File: src/rtl/lsu_arb_pkg.sv
// Shared types and limits for the two-port LSU arbiter.
package lsu_arb_pkg;

  localparam int unsigned ARB_RD_LAT_MAX = 3;
  localparam int unsigned ARB_STARVE_W   = 4;

  typedef enum logic [1:0] {
    IDLE,
    ISSUE,
    WAIT,
    RESP
  } arb_state_e;

  typedef enum logic {
    PORT_CORE = 1'b0,
    PORT_AUX  = 1'b1
  } arb_port_e;

endpackage

File: src/rtl/lsu_arbiter.sv
// Shares one LSU between the MEM stage (port 0) and an aux master (port 1);
// one transaction in flight, port 0 priority with starvation override.
module lsu_arbiter
  import lsu_arb_pkg::*;
#(
  parameter int unsigned RD_LAT     = 1,
  parameter int unsigned STARVE_MAX = 4
) (
  input  logic        i_clk,
  input  logic        i_reset,
  input  logic        i_p0_req,
  input  logic [31:0] i_p0_addr,
  input  logic [31:0] i_p0_wdata,
  input  logic        i_p0_wren,
  input  logic [2:0]  i_p0_bmask,
  output logic        o_p0_gnt,
  output logic        o_p0_rsp_valid,
  output logic [31:0] o_p0_rdata,
  input  logic        i_p1_req,
  input  logic [31:0] i_p1_addr,
  input  logic [31:0] i_p1_wdata,
  input  logic        i_p1_wren,
  input  logic [2:0]  i_p1_bmask,
  output logic        o_p1_gnt,
  output logic        o_p1_rsp_valid,
  output logic [31:0] o_p1_rdata,
  output logic [31:0] o_lsu_addr,
  output logic [31:0] o_st_data,
  output logic        o_lsu_wren,
  output logic [2:0]  o_bmask,
  input  logic [31:0] i_ld_data
);

  localparam int unsigned WCNT_W = $clog2(ARB_RD_LAT_MAX + 1);
  localparam logic [WCNT_W-1:0] LP_WCNT_INIT =
    (RD_LAT == 0) ? '0 : WCNT_W'(RD_LAT - 1);
  localparam logic [ARB_STARVE_W-1:0] LP_STARVE_MAX = ARB_STARVE_W'(STARVE_MAX);

  arb_state_e              r_state;
  arb_state_e              w_next;
  arb_port_e               r_owner;
  logic [31:0]             r_addr;
  logic [31:0]             r_wdata;
  logic                    r_wren;
  logic [2:0]              r_bmask;
  logic [31:0]             r_rdata;
  logic [WCNT_W-1:0]       r_wcnt;
  logic [ARB_STARVE_W-1:0] r_starve;

  logic w_force1;
  logic w_idle;
  logic w_gnt0;
  logic w_gnt1;
  logic w_sample;
  logic w_resp;

  // Gating with i_reset keeps both grants low while reset is held.
  assign w_force1 = (r_starve == LP_STARVE_MAX);
  assign w_idle   = (r_state == IDLE) & i_reset;
  assign w_gnt0   = w_idle & i_p0_req & ~w_force1;
  assign w_gnt1   = w_idle & i_p1_req & (~i_p0_req | w_force1);
  assign w_sample = ((r_state == ISSUE) & ~r_wren & (RD_LAT == 0)) |
                    ((r_state == WAIT) & (r_wcnt == '0));

  always_comb begin
    w_next = r_state;
    unique case (r_state)
      IDLE:    if (w_gnt0 | w_gnt1) w_next = ISSUE;
      ISSUE:   w_next = (r_wren || RD_LAT == 0) ? RESP : WAIT;
      WAIT:    if (r_wcnt == '0) w_next = RESP;
      RESP:    w_next = IDLE;
      default: w_next = IDLE;
    endcase
  end

  always_ff @(posedge i_clk or negedge i_reset) begin
    if (!i_reset) begin
      r_state  <= IDLE;
      r_owner  <= PORT_CORE;
      r_addr   <= '0;
      r_wdata  <= '0;
      r_wren   <= 1'b0;
      r_bmask  <= '0;
      r_rdata  <= '0;
      r_wcnt   <= '0;
      r_starve <= '0;
    end else begin
      r_state <= w_next;
      if (w_gnt1) begin
        r_owner <= PORT_AUX;
        r_addr  <= i_p1_addr;
        r_wdata <= i_p1_wdata;
        r_wren  <= i_p1_wren;
        r_bmask <= i_p1_bmask;
      end else if (w_gnt0) begin
        r_owner <= PORT_CORE;
        r_addr  <= i_p0_addr;
        r_wdata <= i_p0_wdata;
        r_wren  <= i_p0_wren;
        r_bmask <= i_p0_bmask;
      end
      if (w_gnt0 && i_p1_req) begin
        if (r_starve != LP_STARVE_MAX) r_starve <= r_starve + 1'b1;
      end else if (w_gnt0 || w_gnt1) begin
        r_starve <= '0;
      end
      if (r_state == ISSUE) r_wcnt <= LP_WCNT_INIT;
      else if (r_state == WAIT && r_wcnt != '0) r_wcnt <= r_wcnt - 1'b1;
      if (w_sample) r_rdata <= i_ld_data;
    end
  end

  assign w_resp         = (r_state == RESP);
  assign o_p0_gnt       = w_gnt0;
  assign o_p1_gnt       = w_gnt1;
  assign o_p0_rsp_valid = w_resp & (r_owner == PORT_CORE);
  assign o_p1_rsp_valid = w_resp & (r_owner == PORT_AUX);
  assign o_p0_rdata     = (o_p0_rsp_valid & ~r_wren) ? r_rdata : '0;
  assign o_p1_rdata     = (o_p1_rsp_valid & ~r_wren) ? r_rdata : '0;
  assign o_lsu_addr     = r_addr;
  assign o_st_data      = r_wdata;
  assign o_bmask        = r_bmask;
  assign o_lsu_wren     = (r_state == ISSUE) & r_wren;

endmodule
File: config.mk
export PLATFORM = sky130hd
export DESIGN_NAME = lsu_arbiter
export DESIGN_NICKNAME = d
export VERILOG_FILES = /design/src/rtl/lsu_arb_pkg.sv /design/src/rtl/lsu_arbiter.sv
export SDC_FILE = /design/constraint.sdc
export NUM_CORES = 1
export LEC_CHECK = 0
export CAP_MARGIN = 20
export CORE_AREA = 2 2 118 120
export CTS_BUF_LIST = sky130_fd_sc_hd__clkbuf_16
export CTS_CLUSTER_SIZE = 10
export DETAILED_ROUTE_END_ITERATION = 8
export DIE_AREA = 0 0 120 122
export GPL_TIMING_DRIVEN = 0
export PLACE_DENSITY = 0.84
export SETUP_SLACK_MARGIN = 0.3
export SYNTH_ARGS = -nofsm -noshare
export SYNTH_HDL_FRONTEND = slang
export SYNTH_SLANG_ARGS = --single-unit
File: constraint.sdc
create_clock -name i_clk -period 4.1 [get_ports i_clk]
set_input_delay 0.41 -clock i_clk [delete_from_list [all_inputs] [get_ports i_clk]]
set_output_delay 0.41 -clock i_clk [all_outputs]
set_load 0.1 [all_outputs]
==> results.sh <==
export IMPL_synth_area_leader_cell="dfrtp_1"
export IMPL_cts_tree="yes"
export IMPL_hold_path_class="input port to asynchronous set/reset pin"
export IMPL_antenna_found_initial=0
export IMPL_syn_cell_area_um2=4970
export IMPL_yosysSeqAreaShare_pct=54.8
export IMPL_grt_pass1_vias=4611
export IMPL_critPathKind="input port to output pin"
export IMPL_fin_crit_ps=3570
export IMPL_status="completed"
export IMPL_cts_sink_count=109
export IMPL_synthesis_instances=500
export IMPL_drt_iter0_drcs=184
export IMPL_detailedRoute_firstPassIterationCount=4
export IMPL_placement_setup_worst_slack_ps=469
export IMPL_setup_repair_after_global_routing_missed_its_margin="false"
export IMPL_timing_final_max_slew_violations=0
export IMPL_share_clk_of_total_power_pct=10.7
export IMPL_drc_violation_count_after_routing=0
export IMPL_post_layout_nonfiller_instances=1002
export IMPL_fin_hold_ws_ps=4.40
export IMPL_routedWlPerCell_um=15.5
export IMPL_design_die_area_um2=14600
export IMPL_cts_htree_levels=3
export IMPL_place_detailed_instances=988
export IMPL_die_h_um=122
export IMPL_ys_top_cells_by_area="dfrtp_1, nor2_1, o22ai_1"
export IMPL_antenna_cells_inserted=0
export IMPL_clock_insertion_delay_worst_skew_ps=350
export IMPL_fp_row_count=43
export IMPL_cts_repair_resized=0
export IMPL_power_leakage_uw=0.00348
export IMPL_place_congestion=0.757
export IMPL_track_usage_pct=21.2
export IMPL_ir_drop_v=0.000481
export IMPL_pin_count=308
export IMPL_fin_total_pwr_uw=7750
export IMPL_chipWidth_um=120
export IMPL_post_dp_cell_area_um2=8300
export IMPL_layout_commonest_cell="clkdlybuf4s50_1"
export IMPL_synth_seq_cells=109
export IMPL_sw_frac_of_total_pct=56.5
export IMPL_maximum_achievable_frequency_ghz=0.280
export IMPL_timing_final_crit_share_pct=87.1
export IMPL_postSynthNetCount=679
export IMPL_place_hpwl_um=12300
export IMPL_max_cap_viol_count=0
export IMPL_synth_area_per_cell_um2=9.95
export IMPL_sequentialPowerShare_pct=24.2
export IMPL_finalClockSkew_ps=5.31
export IMPL_timing_final_hold_violations=0
export IMPL_timing_worst_slew_pin_value_ps=1050
export IMPL_setup_ws_ps=530
export IMPL_final_design_area_no_fill_um2=8570
export IMPL_io_buffers=307
export IMPL_area_growth_pct=72.3
export IMPL_start_util_pct=36.8
export IMPL_setup_viol=0
export IMPL_max_slew_margin_rel_pct=30.0
export IMPL_clk_pin_slew_ps=70
export IMPL_power_frac_comb_pct=65.1
export IMPL_yosys_warnings=0
export IMPL_postRouteWirelength_um=15500
export IMPL_final_fill_count=1148
export IMPL_vias=4742
export IMPL_r2r_setup_slack_ps=2120
export IMPL_core_area_um2=13500
export IMPL_most_common_layout_cells="clkdlybuf4s50_1, nor2_1, dfrtp_1"
export IMPL_final_net_count=998
export IMPL_viasPerCell=4.73
export IMPL_grt_start_max_net_pins=67
export IMPL_global_route_wire_length_before_repair_um=23800
export IMPL_worstSetupEndpointType="output pin"
export IMPL_aggregate_global_routing_overflow=0
export IMPL_synth_cell_type_count=30
export IMPL_postCtsSetupBuffers=0
export IMPL_synth_top_area_share_pct=54.8
export IMPL_critical_path_arrival_ps=3160
export IMPL_cts_inserted_buffers=9
export IMPL_power_switching_uw=4370
export IMPL_ant_nets=0
export IMPL_power_density_nw_per_um2=904
export IMPL_root_buffer="clkbuf_16"
export IMPL_cell_internal_pwr_uw=3370
export IMPL_max_root_sink_buffers=2
export IMPL_start_kind="input port"
export IMPL_cts_hold_fix_buffers=0
export IMPL_layout_drive_gt1_share_pct=8.52
export IMPL_crit_fanout=66
export IMPL_cp_required_ps=3690
[state kept, by name, summed over array words and instances (netlist names)]
name / flops
o_lsu_addr: 32
o_st_data: 32
r_rdata: 32
r_starve: 4
o_bmask: 3
r_state: 2
r_wcnt: 2
r_owner: 1
r_wren: 1
[final timing paths]
path / depth (start not counted) / end / from
worst min register to register: 2 / o_st_data[16] / o_st_data[16]
min in group i_clk: 2 / o_st_data[16] / o_st_data[16]
worst min-delay path: 1 / r_rdata[1] / i_reset
worst max register to register: 8 / o_bmask[1] / r_state[0]
worst max-delay path: 9 / o_p1_gnt / i_reset
max in group asynchronous: 2 / o_st_data[9] / i_reset
[power by group through the flow]
stage / sequential, µW / combinational, µW / clock (µW)
after floorplan: 4050 / 1590 / 0
after global placement: 1870 / 5020 / 0
after detailed placement: 1900 / 5070 / 0
after CTS: 1880 / 5080 / 851
after global routing: 1950 / 5250 / 904
final: 1870 / 5040 / 833
[worst max-delay path: stages]
cell and delay, ps:
buf_6 380, buf_16 340, nand3_1 170, a21o_1 170, buf_2 170, buf_6 160, buf_6 140, inv_1 50
clkdlybuf4s50_1 1120
[cells in the mapped netlist, drive strengths merged]
cell / n
o22ai: 69
o21a: 1
buf: 25
and3b: 2
nand3: 4
nor2b: 2
nand2b: 1
a21o: 2
clkbuf: 7
o32a: 1
xnor2: 1
o21ai: 4
dfrtp: 109
nor2: 139
inv: 9
and2: 67
mux2: 32
nand3b: 1
a21oi: 2
nand2: 5
a211oi: 1
nand4: 1
nor3: 3
ha: 7
nor3b: 1
and3: 1
a32o: 2
o31ai: 1
[metal layers]
metal	vias up	wire length [µm]	global-route usage, %
met2	196	7910	37.0
li1	2331	-	-
met5	-	0	0
met3	13	1290	6.69
met4	0	215	6.69
met1	2202	6120	25.0
[stage by stage]
stage	util [%]	setup TNS, ps
4_1_cts	63.5	0
5_1_grt	63.5	0
3_3_place_gp	61.3	-355730
2_1_floorplan	-	0
3_5_place_dp	61.5	0
6_report	63.5	0
[final cells by class]
class	instances	area [µm²]	share of cell area (%)
well taps	180	225	2.63
clock buffers	9	225	2.63
multi-input cells	350	2050	23.9
repair buffers	308	3100	36.2
plain buffers	32	164	1.91
clock inverters	5	45.0	0.526
inverters	9	33.8	0.394
flip-flops and latches	109	2730	31.8
[cell families after synthesis]
group	share of synthesized area, %
AOI/OAI and AO/OA	10.7
xor gates and xnor gates	0.176
adders and majority gates	1.76
buffers and inverters	3.97
DFF	54.8
muxes	7.25
and+or+nand+nor	21.3
No activity file was read; power rests on OpenSTA's default activity.
